`src/rtl/seg7_pkg.sv`:
```
// Shared constants and types for the 4-digit seven-segment scan driver.
// Segment codes are active-low {g,f,e,d,c,b,a}.
package seg7_pkg;

    localparam int SEG7_DIGITS = 4;
    localparam logic [6:0] SEG7_BLANK = 7'h7F;
    localparam logic [3:0] WEI_OFF = 4'hF;

    // Index n holds the active-low segment pattern for hex digit n
    localparam logic [15:0][6:0] SEG7_HEX = {
        7'h0E, 7'h06, 7'h21, 7'h46,
        7'h03, 7'h08, 7'h10, 7'h00,
        7'h78, 7'h02, 7'h12, 7'h19,
        7'h30, 7'h24, 7'h79, 7'h40
    };

    typedef enum logic {
        PH_BLANK,
        PH_ON
    } phase_e;

endpackage

```
`src/rtl/seg7_hex_decode.sv`:
```
// Nibble to active-low seven-segment pattern.
// Purely combinational table lookup.
module seg7_hex_decode
    import seg7_pkg::*;
(
    input  logic [3:0] nibble,
    output logic [6:0] seg
);

    // Look up the segment pattern for the nibble
    always_comb begin
        seg = SEG7_HEX[nibble];
    end

endmodule

```
`src/rtl/seg7_scan_driver.sv`:
```
// Tear-free 4-digit hex scan driver with per-slot blanking guard.
// Define SEG7_LZB_EN to enable leading-zero blanking.
module seg7_scan_driver
    import seg7_pkg::*;
#(
    parameter int unsigned SCAN_DIV = 100000,
    parameter int unsigned GUARD    = 1000
) (
    input  logic        clk,
    input  logic        reset,
    input  logic [15:0] data_in,
    input  logic        upd,
    output logic [3:0]  sm_wei,
    output logic [6:0]  sm_duan
);

    localparam int CW = $clog2(SCAN_DIV);
    localparam int IW = $clog2(SEG7_DIGITS);
    localparam logic [CW-1:0] CNT_LAST = CW'(SCAN_DIV - 1);
    localparam logic [CW-1:0] GUARD_C  = CW'(GUARD);
    localparam logic [IW-1:0] IDX_LAST = IW'(SEG7_DIGITS - 1);

    logic [CW-1:0] cnt_q, cnt_d;
    logic [IW-1:0] idx_q, idx_d;
    logic [15:0]   shadow_q, shadow_d;
    logic [15:0]   active_q, active_d;
    logic          pending_q, pending_d;
    logic [3:0]    wei_q, wei_d;
    logic [6:0]    duan_q, duan_d;

    phase_e        phase;
    logic          slot_end;
    logic          frame_end;
    logic [3:0]    nibble;
    logic [6:0]    hex_seg;
    logic [3:0]    lzb_mask;

    seg7_hex_decode u_dec (
        .nibble (nibble),
        .seg    (hex_seg)
    );

    // Slot phase, slot/frame ends and the nibble for the current digit
    always_comb begin
        phase     = (cnt_q < GUARD_C) ? PH_BLANK : PH_ON;
        slot_end  = (cnt_q == CNT_LAST);
        frame_end = slot_end && (idx_q == IDX_LAST);
        nibble    = active_q[{idx_q, 2'b00} +: 4];
    end

`ifdef SEG7_LZB_EN
    // Blank zero digits above the most significant nonzero one
    always_comb begin
        lzb_mask    = 4'b0000;
        lzb_mask[3] = (active_q[15:12] == 4'h0);
        lzb_mask[2] = lzb_mask[3] && (active_q[11:8] == 4'h0);
        lzb_mask[1] = lzb_mask[2] && (active_q[7:4] == 4'h0);
    end
`else
    // Every digit always shows its hex value
    always_comb begin
        lzb_mask = 4'b0000;
    end
`endif

    // Scan counters plus shadow/active handoff at the frame boundary
    always_comb begin
        cnt_d     = slot_end ? '0 : cnt_q + CW'(1);
        idx_d     = slot_end ? idx_q + IW'(1) : idx_q;
        shadow_d  = upd ? data_in : shadow_q;
        pending_d = upd ? 1'b1 : pending_q;
        active_d  = active_q;
        if (frame_end) begin
            if (upd) begin
                active_d  = data_in;
                pending_d = 1'b0;
            end else if (pending_q) begin
                active_d  = shadow_q;
                pending_d = 1'b0;
            end
        end
    end

    // Next pin values from this cycle's scan position and active data
    always_comb begin
        wei_d  = WEI_OFF;
        duan_d = SEG7_BLANK;
        if (phase == PH_ON) begin
            wei_d  = ~(4'b0001 << idx_q);
            duan_d = lzb_mask[idx_q] ? SEG7_BLANK : hex_seg;
        end
    end

    // State and output registers
    always_ff @(posedge clk) begin
        if (reset) begin
            cnt_q     <= '0;
            idx_q     <= '0;
            shadow_q  <= 16'h0000;
            active_q  <= 16'h0000;
            pending_q <= 1'b0;
            wei_q     <= WEI_OFF;
            duan_q    <= SEG7_BLANK;
        end else begin
            cnt_q     <= cnt_d;
            idx_q     <= idx_d;
            shadow_q  <= shadow_d;
            active_q  <= active_d;
            pending_q <= pending_d;
            wei_q     <= wei_d;
            duan_q    <= duan_d;
        end
    end

    assign sm_wei  = wei_q;
    assign sm_duan = duan_q;

endmodule

```
`config.mk`:
```
export PLATFORM = sky130hd
export DESIGN_NAME = seg7_scan_driver
export DESIGN_NICKNAME = d
export VERILOG_FILES = /design/src/rtl/seg7_pkg.sv /design/src/rtl/seg7_hex_decode.sv /design/src/rtl/seg7_scan_driver.sv
export SDC_FILE = /design/constraint.sdc
export NUM_CORES = 1
export LEC_CHECK = 0
export ABC_AREA = 0
export CORE_AREA = 8 8 85 87
export DETAILED_ROUTE_END_ITERATION = 10
export DIE_AREA = 0 0 93 95
export PLACE_DENSITY = 0.79
export SETUP_SLACK_MARGIN = 0.15
export SLEW_MARGIN = 0
export SYNTH_ARGS = -nofsm -noshare
export SYNTH_HDL_FRONTEND = slang
export SYNTH_HIERARCHICAL = 1
export SYNTH_SLANG_ARGS = --single-unit
```
`constraint.sdc`:
```
create_clock -name clk -period 2.05 [get_ports clk]
set_input_delay 0.5125 -clock clk [delete_from_list [all_inputs] [get_ports clk]]
set_output_delay 0.5125 -clock clk [all_outputs]
set_load 0.03 [all_outputs]
```
# After elaboration in Yosys (flattened, before gate mapping)

Memories as Yosys holds them, arrays and structs flattened. A register that Yosys moved wholly into a read port is not among the register bits.
Cells that the tools add are included.

$add $sub $neg: 2
Magnitude comparators: 2
Equality and inequality tests: 2
Shifts and indexed selects: 2
Muxes and demuxes: 8
Bitwise operators: 1
Reduce and logical (&&, ||, !) cells: 6

Operators by type and width:

| operator                                              | count |
|---|---|
| 2-to-1 mux 16 bit                                     | 2 |
| adder 17 x 1 -> 17 bit (second input constant)        | 1 |
| equality test 17 bit (second input constant)          | 1 |
| < comparator 17 x 10 -> 1 bit (second input constant) | 1 |
| variable part select 16 x 5 -> 4 bit                  | 1 |
| 2-to-1 mux 1 bit                                      | 5 |
| inverter 4 bit                                        | 1 |
| OR reduction 2 bit                                    | 2 |
| << shifter 1 x 2 -> 4 bit (first input constant)      | 1 |
| < comparator 2 x 3 -> 1 bit (second input constant)   | 1 |
| OR reduction 3 bit                                    | 1 |
| adder 2 x 1 -> 2 bit (second input constant)          | 1 |
| binary-select mux 1 bit (select 2 bit)                | 1 |
| equality test 2 bit (second input constant)           | 1 |
| AND reduction 2 bit                                   | 1 |
| nonzero test 2 bit                                    | 1 |
| logical AND 1 bit                                     | 1 |

Register bits: 56
ROM bits: 112
Input bits: 19
Output and inout port bits: 11
Logic and storage cells: 30
Memories: 1

Memories:

| memory           | depth | bits a word | rd ports | clocked after memory_dff | write ports | line                  | source |
|---|---|---|---|---|---|---|---|
| (name not given) | 16    | 7           | 1        | 1                        | 0           | seg7_hex_decode.sv:12 | `seg = SEG7_HEX[nibble];` |

# Depth between registers and ports, before layout

Depth after elaboration: 4
Mapped depth: 8
Mapped depth without buffers: 7

# By module

The synthesis kept the hierarchy.

Modules (own cells, without submodules):

| module           | instances | cells each | area each (um^2) | seq. area each (um^2) |
|---|---|---|---|---|
| seg7_scan_driver | 1         | 240        | 2606.2           | 1261.2 |
| seg7_hex_decode  | 1         | 35         | 271.5            | 0.0 |

# Least setup slack after synthesis

OpenSTA, ideal clock, no wires.

Kind: flip-flop to flip-flop
Start point: register cnt_q[0]
End point: register active_q[0]
Library setup time: 0.121 ns
Arrival time: 1.964 ns
Required time: 1.929 ns
Path slack: -0.035 ns
Stages on the path, launching flop included: 9
Path buffers: 3
Clock period less this slack: 2.085 ns
Path through: dfxtp_1 > ha_1 > and4_1 > clkbuf_4 > nand4_4 > or3b_1 > buf_6 > buf_12 > mux2_4

Longest elaborated chain between the ends: 3

RTL lines:

| item                          | line                    | source |
|---|---|---|
| start: declaration            | seg7_scan_driver.sv:23  | `logic [CW-1:0] cnt_q, cnt_d;` |
| start signal: assignment      | seg7_scan_driver.sv:105 | `cnt_q <= cnt_d;` |
| equality test 17 bit          | seg7_scan_driver.sv:46  | `slot_end = (cnt_q == CNT_LAST);` |
| logical AND 1 bit             | seg7_scan_driver.sv:47  | `frame_end = slot_end && (idx_q == IDX_LAST);` |
| AND reduction 2 bit (no line) | n/a                     |  |
| end signal: assignment        | seg7_scan_driver.sv:108 | `active_q <= active_d;` |
| end: declaration              | seg7_scan_driver.sv:26  | `logic [15:0] active_q, active_d;` |

Every way passes these cells.
A chain may end at the register's enable or synchronous reset.

# Worst setup path after layout

Start point: register cnt_q[1]
End point: register active_q[4]

Same word-level chain as after synthesis.

==> impl_metrics.env <==
export IMPL_first_iter_violations=125
export IMPL_cts_sinks=63
export IMPL_synth_edf_count=0
export IMPL_grt_antenna_before_repair=0
export IMPL_final_nets=358
export IMPL_netSwitchingPower_mw=0.555
export IMPL_p_int_mw=1.94
export IMPL_slew_limit_headroom=0.728
export IMPL_wire_per_inst_um=14.1
export IMPL_gp_congestion=0.882
export IMPL_place_area_sq_um=3370
export IMPL_comb_power_share=0.048
export IMPL_final_core_util=0.625
export IMPL_pin_count=30
export IMPL_critPathKind="flip-flop to flip-flop"
export IMPL_h_tree_depth=3
export IMPL_syn2layout_area_growth_pct=26.3
export IMPL_via_per_inst=5.18
export IMPL_holdCritPathClass="flip-flop to flip-flop"
export IMPL_clk_path_buf_depth=2
export IMPL_dieArea_sq_um=8840
export IMPL_layout_commonest_cell="dfxtp_1"
export IMPL_io_buffers=29
export IMPL_status="complete, no violations"
export IMPL_post_route_period_util=0.910
export IMPL_required_ns=2.27
export IMPL_clkPwrFrac=0.448
export IMPL_fin_setup_tns_ns=0
export IMPL_ys_flop_type="dfxtp_1"
export IMPL_min_period_ns=1.87
export IMPL_drv_cap=0
export IMPL_routed_wl_um=5760
export IMPL_initial_core_util=0.495
export IMPL_seq_area_frac_synth=0.438
export IMPL_synthAdderAreaFrac=0.0522
export IMPL_clkTransAtPathRegs_ns=0.07
export IMPL_fp_dieH_um=95
export IMPL_synth_area_leaders="dfxtp_1 (44%), mux2i_1 (6.6%), ha_1 (5.2%)"
export IMPL_path_max_fanout=16
export IMPL_grt_max_degree=39
export IMPL_grt_pass1_vias=1946
export IMPL_synth_area_sq_um=2880
export IMPL_ys_types=46
export IMPL_final_layout_size_suffix_gt1_frac=0.250
export IMPL_synth_simple_area_share=0.206
export IMPL_drc=0
export IMPL_cts_buffers=9
export IMPL_power_frac_seq=0.504
export IMPL_clock_latency_ns=0.34
export IMPL_ys_seq_elements=63
export IMPL_avgSynthCellArea_sq_um=10.5
export IMPL_syn_inst=275
export IMPL_num_vias=2109
export IMPL_peakVddDrop_mv=0.423
export IMPL_coreArea_sq_um=5820
export IMPL_most_common_layout_cells="dfxtp_1 (58), nor2_1 (37), clkdlybuf4s50_1 (28)"
export IMPL_yosys_warnings=6
export IMPL_p_leak_nw=1.48
export IMPL_yosysTopAreaCellShare=0.438
export IMPL_worst_clock_skew_ns=0.0110
export IMPL_slew_viol_final=0
export IMPL_rows=28
export IMPL_cts_tree="yes"
export IMPL_fmax_mhz=536
export IMPL_power_density_nw_per_um2=686
export IMPL_synth_nets=306
export IMPL_synth_top_family_by_area="simple AND/OR/NAND/NOR gates"
export IMPL_cp_start_kind="flip-flop"
export IMPL_pre_cts_slack_ns=-0.00470
export IMPL_tightest_slew_ns=0.404
export IMPL_grt_ovfl_total=0
export IMPL_synth_xor_area_frac=0.0457
export IMPL_fin_area_sq_um=3630
export IMPL_antenna_cells=0
export IMPL_first_pass_iters=4
export IMPL_track_usage=0.132
export IMPL_cts_root_buf="clkbuf_8"
export IMPL_async_reset_ff_frac=0
export IMPL_synth_mux_area_frac=0.177
export IMPL_cp_arrival_ns=2.09
export IMPL_dpl_hpwl_um=3980
export IMPL_synth_compound_area_frac=0.0378
export IMPL_die_w_um=93
export IMPL_postRouteAntennaNets=0
export IMPL_switching_share=0.223
export IMPL_grt_pass1_wl_um=9110
export IMPL_fin_ws_ns=0.185
export IMPL_setup_violations_final=0
export IMPL_crit_path_end_kind="flip-flop"
export IMPL_rsz0062_at_grt="false"
export IMPL_hold_buffers=0
export IMPL_yosysTopAreaCell="dfxtp_1"
export IMPL_final_hold_viol_count=0
sequential cells by signal, indices dropped and copies added, names as in the netlist:
signal     count
active_q      16
cnt_q         17
idx_q          2
pending_q      1
shadow_q      16
sm_duan        7
sm_wei         4
routing by layer:
metal | wire (um) | share of wire | GRT usage
met1 | 2730 | 0.47 | 0.162
met2 | 2590 | 0.45 | 0.201
met3 | 299 | 0.052 | 0.0333
met4 | 133 | 0.023 | 0.0926
met5 | 0 | 0 | 0
critical path, cell delays in order, from the launching register on:
cell and delay, ns:
dfxtp_4 0.37, ha_4 0.15, and4_4 0.23, nand4_4 0.10, or3b_4 0.42, buf_12 0.17
mux2_4 0.30
power by group through the flow:
stage | combinational [mW] | sequential (mW) | clock [mW]
CTS | 0.121 | 1.26 | 1.12
global placement | 0.117 | 1.29 | 0
global route | 0.131 | 1.26 | 1.19
finish | 0.120 | 1.26 | 1.12
detailed placement | 0.120 | 1.29 | 0
floorplan | 0.0616 | 1.29 | 0
cell families after synthesis:
family,Yosys count
and+or+nand+nor,108
DFF,63
muxes,40
buffers and inverters,21
AOI/OAI and AO/OA,16
xor gates and xnor gates,15
adders and majority gates,12
what timing repair did:
action	4_1_cts	5_1_grt
resized for setup	4	7
endpoints found under the setup margin	15	21
hold endpoints to repair	0	0
pin swaps	0	1
gates cloned	0	0
buffers inserted	0	5
stage by stage:
stage	hold WS (ns)	cells	total power, mW
finish	0.444	407	2.49
global route	0.461	407	2.58
CTS	0.456	402	2.50
detailed placement	0.447	386	1.41
global placement	0.442	386	1.40
floorplan	0.432	275	1.35
cell usage after synthesis, types with 6 or more instances:
master,instances
dfxtp_1,63
nor2_1,37
mux2i_1,19
nor2b_1,16
nand2_1,14
ha_1,12
mux2_4,10
xnor2_1,9
nand3_1,8
clkbuf_1,7
mux2_2,7
nand2b_1,7
xor2_1,6
path summary, 6_finish.rpt:
check	startpoint	to	slack, ns	cells after the start
max reg2reg	cnt_q[1]	active_q[4]	0.18	6
min reg2reg	cnt_q[0]	cnt_q[0]	0.44	1
max	cnt_q[1]	active_q[4]	0.18	6
min	cnt_q[0]	cnt_q[0]	0.44	1
final cells by class:
| class | instances | area, sq um |
|---|---|---|
| inverter | 6 | 25.0 |
| sequential | 63 | 1270 |
| tap | 75 | 93.8 |
| clock inverter | 5 | 56.3 |
| fill | 486 | 2180 |
| clock buffer | 11 | 151 |
| timing repair buffer | 56 | 520 |
| multi-input combinational | 191 | 1510 |
No activity file was read; power rests on OpenSTA's default activity.
